### config.mk
export PLATFORM = sky130hd
export DESIGN_NAME = lw_to_hw_bridge
export DESIGN_NICKNAME = d
export VERILOG_FILES = /design/src/rtl/tl_pkg.sv /design/src/rtl/lw_to_hw_rob.sv /design/src/rtl/lw_to_hw_bridge.sv
export SDC_FILE = /design/constraint.sdc
export NUM_CORES = 1
export LEC_CHECK = 0
export ABC_AREA = 1
export BUFFER_PORTS_ARGS = -buffer_cell sky130_fd_sc_hd__buf_2
export CORE_ASPECT_RATIO = 1.4
export CORE_MARGIN = 2
export CORE_UTILIZATION = 35
export CTS_CLUSTER_DIAMETER = 80
export CTS_CLUSTER_SIZE = 25
export DETAILED_ROUTE_END_ITERATION = 10
export GPL_ROUTABILITY_DRIVEN = 0
export PLACE_DENSITY_LB_ADDON = 0.2
export REMOVE_ABC_BUFFERS = 1
export SYNTH_ARGS = -nofsm -noshare
export SYNTH_HDL_FRONTEND = slang
export SYNTH_SLANG_ARGS = --single-unit
### constraint.sdc
create_clock -name tilelink_clock_i -period 3.37 [get_ports tilelink_clock_i]
set_input_delay 0.1685 -clock tilelink_clock_i [delete_from_list [all_inputs] [get_ports tilelink_clock_i]]
set_output_delay 0.1685 -clock tilelink_clock_i [all_outputs]
set_load 0.05 [all_outputs]
### src/rtl/tl_pkg.sv
// TileLink opcode constants, the D-channel beat record shared by the bridge
// and its reorder buffer, and the request legality rule.
package tl_pkg;

    localparam logic [2:0] TL_PUT_FULL        = 3'd0;
    localparam logic [2:0] TL_PUT_PARTIAL     = 3'd1;
    localparam logic [2:0] TL_GET             = 3'd4;
    localparam logic [2:0] TL_ACCESS_ACK      = 3'd0;
    localparam logic [2:0] TL_ACCESS_ACK_DATA = 3'd1;

    typedef struct packed {
        logic [2:0]  opcode;
        logic [1:0]  param;
        logic [3:0]  size;
        logic        denied;
        logic [31:0] data;
        logic        corrupt;
    } tl_d_beat_t;

    // Only single-beat Put/Get of at most one 32-bit word can cross the bridge.
    function automatic logic tl_lw_legal(input logic [2:0] opcode, input logic [3:0] size);
        return ((opcode == TL_PUT_FULL) || (opcode == TL_PUT_PARTIAL) || (opcode == TL_GET))
               && (size <= 4'd2);
    endfunction

endpackage

### src/rtl/lw_to_hw_rob.sv
// Reorder buffer: one slot per in-flight request, allocated in issue order,
// filled out of order by source-tagged responses, retired in issue order.
module lw_to_hw_rob
    import tl_pkg::*;
#(
    parameter int TL_RS       = 4,
    parameter int OUTSTANDING = 4,
    parameter int SOURCE_BASE = 0,
    localparam int PTR_W      = $clog2(OUTSTANDING),
    localparam int CNT_W      = PTR_W + 1
) (
    input  logic             tilelink_clock_i,
    input  logic             tilelink_reset_i,
    input  logic             alloc_en,
    input  logic             alloc_done,
    input  tl_d_beat_t       alloc_beat,
    output logic [PTR_W-1:0] alloc_idx,
    output logic             full,
    input  logic             wr_en,
    input  logic [TL_RS-1:0] wr_source,
    input  tl_d_beat_t       wr_beat,
    input  logic             retire_en,
    output logic             head_done,
    output tl_d_beat_t       head_beat
);

    tl_d_beat_t             slot_beat [OUTSTANDING];
    logic [OUTSTANDING-1:0] slot_valid;
    logic [OUTSTANDING-1:0] slot_done;
    logic [PTR_W-1:0]       alloc_ptr;
    logic [PTR_W-1:0]       retire_ptr;
    logic [CNT_W-1:0]       count;

    logic [TL_RS-1:0] src_off;
    logic             src_in_range;
    logic [PTR_W-1:0] wr_idx;
    logic             wr_hit;

    // A response lands only on a slot we own that is still waiting for it;
    // stray sources and beats for slots dropped by reset fall through here.
    assign src_off      = wr_source - TL_RS'(SOURCE_BASE);
    assign src_in_range = ({1'b0, src_off} < (TL_RS+1)'(OUTSTANDING));
    assign wr_idx       = src_off[PTR_W-1:0];
    assign wr_hit       = wr_en & src_in_range & slot_valid[wr_idx] & ~slot_done[wr_idx];

    assign full      = (count == CNT_W'(OUTSTANDING));
    assign alloc_idx = alloc_ptr;
    assign head_done = slot_valid[retire_ptr] & slot_done[retire_ptr];
    assign head_beat = slot_beat[retire_ptr];

    // Slot bookkeeping: valid/done flags, pointers and occupancy.
    // NOTE: sequential state uses non-blocking assignments so every flop samples pre-edge values.
    always_ff @(posedge tilelink_clock_i) begin
        if (!tilelink_reset_i) begin
            slot_valid <= '0;
            slot_done  <= '0;
            alloc_ptr  <= '0;
            retire_ptr <= '0;
            count      <= '0;
        end else begin
            if (wr_hit) begin
                slot_done[wr_idx] <= 1'b1;
            end
            if (alloc_en) begin
                slot_valid[alloc_ptr] <= 1'b1;
                slot_done[alloc_ptr]  <= alloc_done;
                alloc_ptr             <= alloc_ptr + PTR_W'(1);
            end
            if (retire_en) begin
                slot_valid[retire_ptr] <= 1'b0;
                retire_ptr             <= retire_ptr + PTR_W'(1);
            end
            case ({alloc_en, retire_en})
                2'b10:   count <= count + CNT_W'(1);
                2'b01:   count <= count - CNT_W'(1);
                default: count <= count;
            endcase
        end
    end

    // Slot payload storage.
    // NOTE: payload is left unreset on purpose; slot_valid/slot_done gate every read of it.
    always_ff @(posedge tilelink_clock_i) begin
        if (wr_hit) begin
            slot_beat[wr_idx] <= wr_beat;
        end
        if (alloc_en) begin
            slot_beat[alloc_ptr] <= alloc_beat;
        end
    end

endmodule

### src/rtl/lw_to_hw_bridge.sv
// Lightweight-to-heavyweight TileLink bridge: tags LW requests with pool
// source IDs, forwards legal ones through a registered A stage, and returns
// responses in request order through a registered D stage.
module lw_to_hw_bridge
    import tl_pkg::*;
#(
    parameter int TL_RS       = 4,
    parameter int TL_AW       = 28,
    parameter int OUTSTANDING = 4,
    parameter int SOURCE_BASE = 0
) (
    input  logic             tilelink_clock_i,
    input  logic             tilelink_reset_i,
    input  logic [2:0]       lw_a_opcode,
    input  logic [2:0]       lw_a_param,
    input  logic [3:0]       lw_a_size,
    input  logic [TL_AW-1:0] lw_a_address,
    input  logic [3:0]       lw_a_mask,
    input  logic [31:0]      lw_a_data,
    input  logic             lw_a_corrupt,
    input  logic             lw_a_valid,
    output logic             lw_a_ready,
    output logic [2:0]       lw_d_opcode,
    output logic [1:0]       lw_d_param,
    output logic [3:0]       lw_d_size,
    output logic             lw_d_denied,
    output logic [31:0]      lw_d_data,
    output logic             lw_d_corrupt,
    output logic             lw_d_valid,
    input  logic             lw_d_ready,
    output logic [2:0]       hw_a_opcode,
    output logic [2:0]       hw_a_param,
    output logic [3:0]       hw_a_size,
    output logic [TL_RS-1:0] hw_a_source,
    output logic [TL_AW-1:0] hw_a_address,
    output logic [3:0]       hw_a_mask,
    output logic [31:0]      hw_a_data,
    output logic             hw_a_corrupt,
    output logic             hw_a_valid,
    input  logic             hw_a_ready,
    input  logic [2:0]       hw_d_opcode,
    input  logic [1:0]       hw_d_param,
    input  logic [3:0]       hw_d_size,
    input  logic [TL_RS-1:0] hw_d_source,
    input  logic             hw_d_denied,
    input  logic [31:0]      hw_d_data,
    input  logic             hw_d_corrupt,
    input  logic             hw_d_valid,
    output logic             hw_d_ready
);

    localparam int PTR_W = $clog2(OUTSTANDING);

    logic             rob_full;
    logic [PTR_W-1:0] alloc_idx;
    logic             head_done;
    tl_d_beat_t       head_beat;
    logic             accept;
    logic             req_legal;
    logic             retire;
    tl_d_beat_t       illegal_beat;
    tl_d_beat_t       hw_d_beat;

    // Every owned source has a pre-allocated slot, so responses never stall.
    assign hw_d_ready = 1'b1;

    assign lw_a_ready = ~rob_full & (~hw_a_valid | hw_a_ready);
    assign accept     = lw_a_valid & lw_a_ready;
    assign req_legal  = tl_lw_legal(lw_a_opcode, lw_a_size);
    assign retire     = head_done & (~lw_d_valid | lw_d_ready);

    // Locally generated denial for requests the fabric must never see.
    // NOTE: every field gets a value on every pass, so no latch can be inferred.
    always_comb begin
        illegal_beat         = '0;
        illegal_beat.opcode  = (lw_a_opcode == TL_GET) ? TL_ACCESS_ACK_DATA : TL_ACCESS_ACK;
        illegal_beat.size    = lw_a_size;
        illegal_beat.denied  = 1'b1;
        illegal_beat.corrupt = (lw_a_opcode == TL_GET);
    end

    // Pack the incoming HW response into a slot record.
    always_comb begin
        hw_d_beat         = '0;
        hw_d_beat.opcode  = hw_d_opcode;
        hw_d_beat.param   = hw_d_param;
        hw_d_beat.size    = hw_d_size;
        hw_d_beat.denied  = hw_d_denied;
        hw_d_beat.data    = hw_d_data;
        hw_d_beat.corrupt = hw_d_corrupt;
    end

    lw_to_hw_rob #(
        .TL_RS       (TL_RS),
        .OUTSTANDING (OUTSTANDING),
        .SOURCE_BASE (SOURCE_BASE)
    ) u_rob (
        .tilelink_clock_i (tilelink_clock_i),
        .tilelink_reset_i (tilelink_reset_i),
        .alloc_en         (accept),
        .alloc_done       (~req_legal),
        .alloc_beat       (illegal_beat),
        .alloc_idx        (alloc_idx),
        .full             (rob_full),
        .wr_en            (hw_d_valid),
        .wr_source        (hw_d_source),
        .wr_beat          (hw_d_beat),
        .retire_en        (retire),
        .head_done        (head_done),
        .head_beat        (head_beat)
    );

    // HW A output stage: load a legal accepted request, drop valid once taken.
    always_ff @(posedge tilelink_clock_i) begin
        if (!tilelink_reset_i) begin
            hw_a_opcode  <= '0;
            hw_a_param   <= '0;
            hw_a_size    <= '0;
            hw_a_source  <= '0;
            hw_a_address <= '0;
            hw_a_mask    <= '0;
            hw_a_data    <= '0;
            hw_a_corrupt <= 1'b0;
            hw_a_valid   <= 1'b0;
        end else if (accept && req_legal) begin
            hw_a_opcode  <= lw_a_opcode;
            hw_a_param   <= lw_a_param;
            hw_a_size    <= lw_a_size;
            hw_a_source  <= TL_RS'(SOURCE_BASE) + TL_RS'(alloc_idx);
            hw_a_address <= lw_a_address;
            hw_a_mask    <= lw_a_mask;
            hw_a_data    <= lw_a_data;
            hw_a_corrupt <= lw_a_corrupt;
            hw_a_valid   <= 1'b1;
        end else if (hw_a_ready) begin
            hw_a_valid <= 1'b0;
        end
    end

    // LW D output stage: load the head slot when it is done and the stage is free.
    always_ff @(posedge tilelink_clock_i) begin
        if (!tilelink_reset_i) begin
            lw_d_opcode  <= '0;
            lw_d_param   <= '0;
            lw_d_size    <= '0;
            lw_d_denied  <= 1'b0;
            lw_d_data    <= '0;
            lw_d_corrupt <= 1'b0;
            lw_d_valid   <= 1'b0;
        end else if (retire) begin
            lw_d_opcode  <= head_beat.opcode;
            lw_d_param   <= head_beat.param;
            lw_d_size    <= head_beat.size;
            lw_d_denied  <= head_beat.denied;
            lw_d_data    <= head_beat.data;
            lw_d_corrupt <= head_beat.corrupt;
            lw_d_valid   <= 1'b1;
        end else if (lw_d_ready) begin
            lw_d_valid <= 1'b0;
        end
    end

endmodule

==> reports/results.txt <==
After synthesis the cells add up to 13,430 um2. For the final database, setup skew stands at 0.01815 ns. The run finished with clean final reports. After layout, the worst setup slack is 1.074 ns. The count of final setup violators came out at 0.

The share of cells above drive strength 1 works out to 0.1454. Setup slack on the worst reg-to-reg path comes out at 1.07 ns. The logs give 9.821 mW for the total chip power and 598 for the count of routing violations after the opening detailed-route iteration. After clock tree synthesis, the clock-pin slew on the worst setup and hold paths is 0.10 ns. For this run, the top clock speed supported by timing is 435.6 MHz. The total power per unit cell area came out at 599.0 nW/um2. Setup repair after global routing left no endpoint under its margin. For hold timing, the worst endpoint is hw_a_size[1]. The core footprint is 37,730 um2. The clock drives 309 sinks. The die is 169.6 um wide. The number of setup buffers added after CTS is 0. TritonCTS created 17 clock buffers. During placement, the flow inserted port buffers numbering 250.

Of all nets on the critical path, the largest fanout is 25. At the pin with the least slew margin, the transition time is 1.083 ns. Counting cells, the worst reg-to-reg path comes to 12. The worst path in the final design needs a cycle of 2.296 ns, including I/O delays and setup. Synthesis inferred 309 register bits.

Summed over all layers, the routed wires come to 39,620 um. The largest buffer count on any clock path was 3. In the post-synthesis netlist, the biggest area contributors are sky130_fd_sc_hd__dfxtp_1 (42%), sky130_fd_sc_hd__nand2_1 (13%), sky130_fd_sc_hd__nor2_1 (13%).

The area enclosed by the die boundary came out at 39,970 um2. The average instance in the mapped netlist occupies 6.926 um2. Global routing finished with a remaining overflow of 0.

The critical path is of the reg -> reg type. After detailed routing, the number of vias per cell comes to 4.687. The proportion of netlist area held by the largest area contributor was 0.4249; the max-capacitance violation count was 0.

The count of pins over their slew limit is 0, and the number of vias after detailed routing is 12,637. The tools report the total of cells resized after clock tree synthesis as 0. The largest stage delay on the critical path works out to 0.39 ns.

The element type at the critical path end was a flip-flop. The run gives 0.3559 as the effective utilization at floorplan. The via count of the first global-routing pass is 12,357, and the signal arrival time at the worst endpoint is 2.70 ns. Compared with the post-synthesis result, the final layout area differs by 22.08%. The cell family contributing the most delay on the critical path was adder cells. The worst register-to-register path begins at u_rob.retire_ptr[0]. The later pin in the worst-skew pair is clocked with a latency of 0.52 ns. The classification of the worst-slack hold path was in -> reg. Sequential element share of the synthesized area: 0.4785. Traced cell by cell, the critical path runs through inv_2 -> nand3_1 -> nand3_1 -> nand3_2 -> inv_2 -> ha_1 -> inv_1 -> fa_1 -> a21oi_1 -> o21ai_0 -> o21ai_0 -> a21oi_1. The ratio of final minimum period to clock period came out at 0.6812. At the worst endpoint, the required time is 3.78 ns. The setup slack after placement is 1.092 ns, and the number of distinct library cell variants in the gate-level netlist after synthesis is 27. The number of routed nets with antenna violations was 0. 254 I/O pins were placed. The worst hold path depth is 3. At the end of the flow, the number of nets in the layout was 2,354.

In this run the critical register-to-register path is captured at u_rob.count[2]. Dividing the detail-routed wire length by the instance count gives 14.69 um. The logs give 1 for the total number of H-tree levels and 0.1972 for the overall track demand over capacity in global routing.

In this run the vertical extent of the chip is 235.8 um. The worst slew margin relative to its limit is 0.2770, and the worst IR drop on VDD is 0.0004108 V. After detailed routing, the number of remaining DRC violations is 0.

The static leakage power was 8.143 nW. The library cell occupying the most area in the post-synthesis netlist was sky130_fd_sc_hd__dfxtp_1. STA classifies the critical path startpoint as a flip-flop. The first global-routing pass estimated 63,660 um of wire.

The run gives 0.4345 as the end-of-flow core utilization. During synthesis, Yosys emitted a total of 0 warnings. For this run, the detailed router's first-pass iteration total came to 4. Adding up every negative setup slack in the final design gives 0 ns.

The slowest stage of the critical path belongs to the cell sky130_fd_sc_hd__fa_1. The buffers plus inverters on the worst setup path works out to 3. The worst hold path begins at lw_a_size[1]. The initialized floorplan defines 84 standard-cell rows. TritonCTS built the clock tree. The wire-length estimate of the detail-placed layout is 24,000 um.

The synthesized instance count came out at 1,939. Entering global routing, the biggest net connects 89 pins. For the number of antenna violations at the first check in global routing, the log shows 4. Buffer type at the clock tree root: sky130_fd_sc_hd__clkbuf_16. For the total count of hold-check failures in the final report, the log shows 0.
worst max path at each step:
stage,depth (start not counted),end,from
after global placement,12,u_rob.count[2],u_rob.retire_ptr[0]
after global routing,12,u_rob.count[2],u_rob.retire_ptr[0]
after CTS,12,u_rob.count[2],u_rob.retire_ptr[0]
after floorplan,9,u_rob.count[1],u_rob.retire_ptr[0]
final,12,u_rob.count[2],u_rob.retire_ptr[0]
after detailed placement,12,u_rob.count[2],u_rob.retire_ptr[0]
state kept, by name (all words and copies together), names as in the netlist, 2 cells and up:
| register | cells |
|---|---|
| u_rob.slot_valid | 4 |
| lw_d_opcode | 3 |
| u_rob.count | 3 |
| hw_a_source | 2 |
| hw_a_address | 28 |
| hw_a_data | 32 |
| u_rob.slot_done | 4 |
| u_rob.alloc_idx | 2 |
| hw_a_param | 3 |
| lw_d_param | 2 |
| hw_a_size | 4 |
| u_rob.slot_beat | 172 |
| u_rob.retire_ptr | 2 |
| hw_a_mask | 4 |
| lw_d_data | 32 |
| lw_d_size | 4 |
| hw_a_opcode | 3 |
cell usage in the layout (no fill, tap or decap), types with 3 or more instances in the layout:
| master | instances |
|---|---|
| sky130_fd_sc_hd__dlygate4sd3_1 | 110 |
| sky130_fd_sc_hd__nand3_1 | 22 |
| sky130_fd_sc_hd__o21ai_0 | 120 |
| sky130_fd_sc_hd__nand3_2 | 3 |
| sky130_fd_sc_hd__buf_2 | 250 |
| sky130_fd_sc_hd__nand2_2 | 7 |
| sky130_fd_sc_hd__dfxtp_1 | 283 |
| sky130_fd_sc_hd__buf_4 | 22 |
| sky130_fd_sc_hd__ha_1 | 9 |
| sky130_fd_sc_hd__o21ai_1 | 58 |
| sky130_fd_sc_hd__a21oi_1 | 129 |
| sky130_fd_sc_hd__nand2_1 | 470 |
| sky130_fd_sc_hd__nand4_1 | 4 |
| sky130_fd_sc_hd__inv_1 | 175 |
| sky130_fd_sc_hd__nor2_1 | 465 |
| sky130_fd_sc_hd__inv_2 | 8 |
| sky130_fd_sc_hd__conb_1 | 3 |
| sky130_fd_sc_hd__o22ai_1 | 23 |
| sky130_fd_sc_hd__edfxtp_1 | 24 |
| sky130_fd_sc_hd__nand3_4 | 4 |
| sky130_fd_sc_hd__clkbuf_16 | 17 |
cell usage after synthesis, drive strengths merged:
| cell type | number |
|---|---|
| ha | 9 |
| conb | 2 |
| a21oi | 129 |
| nor2 | 469 |
| nand2 | 477 |
| edfxtp | 24 |
| clkbuf | 62 |
| o21ai | 178 |
| buf | 63 |
| nand4 | 4 |
| o22ai | 23 |
| nand3 | 29 |
| fa | 1 |
| nor3b | 1 |
| inv | 183 |
| dfxtp | 285 |
layer usage:
metal  GRT usage  part of all wire  vias to the layer above
met3     0.04321             0.064                       51
met5           0            0.0010                        -
met2      0.3576              0.49                      317
met1      0.2320              0.42                     5742
met4     0.05361             0.021                        6
li1            -                 -                     6521
cell type report:
type	count	area, um2
Fill cell	3825	21340
Sequential cell	309	6431
Multi-Input combinational cell	1323	5669
Timing Repair Buffer	382	2517
Inverter	183	686.9
Tap cell	473	591.8
Clock buffer	19	442.9
Clock inverter	5	50.05
Antenna cell	2	5.005
cells by family (layout without fill, tap and decap cells):
logic type      after synthesis  after routing  share of synthesized area
buf+inv                     308            589                     0.1013
simple gates                980            980                     0.2846
fa+ha+maj                    10             10                   0.009876
flops                       309            309                     0.4785
compound gates              330            330                     0.1251
other cells                   2              5                  0.0005592
what timing repair did:
action                                 4_1_cts  5_1_grt
hold buffers                               110        0
endpoints found under the hold margin      221        0
setup endpoints to repair                    0        0
tightest hold or removal path: stages:
cell and delay (ns):
sky130_fd_sc_hd__buf_2 0.16, sky130_fd_sc_hd__o21ai_0 0.11, sky130_fd_sc_hd__nor2_1 0.08
power breakdown:
part	total [mW]	switching [mW]	internal (mW)	leakage, nW
sequential	4.47	0.233	4.23	2.55
combinational	3.08	2.15	0.932	5.36
clock	2.27	1.30	0.974	0.240
total	9.82	3.68	6.14	8.14
metrics by stage:
step | area [um2] | hold slack [ns] | instances
2_1_floorplan | 12760 | 0.2912 | 1815
3_3_place_gp | 14800 | 0.4032 | 2560
3_5_place_dp | 14800 | 0.4124 | 2560
4_1_cts | 16390 | 0.01058 | 2694
5_1_grt | 16390 | 0.03236 | 2694
6_report | 16390 | 0.03320 | 2696
Power figures use the tool's default switching activity.
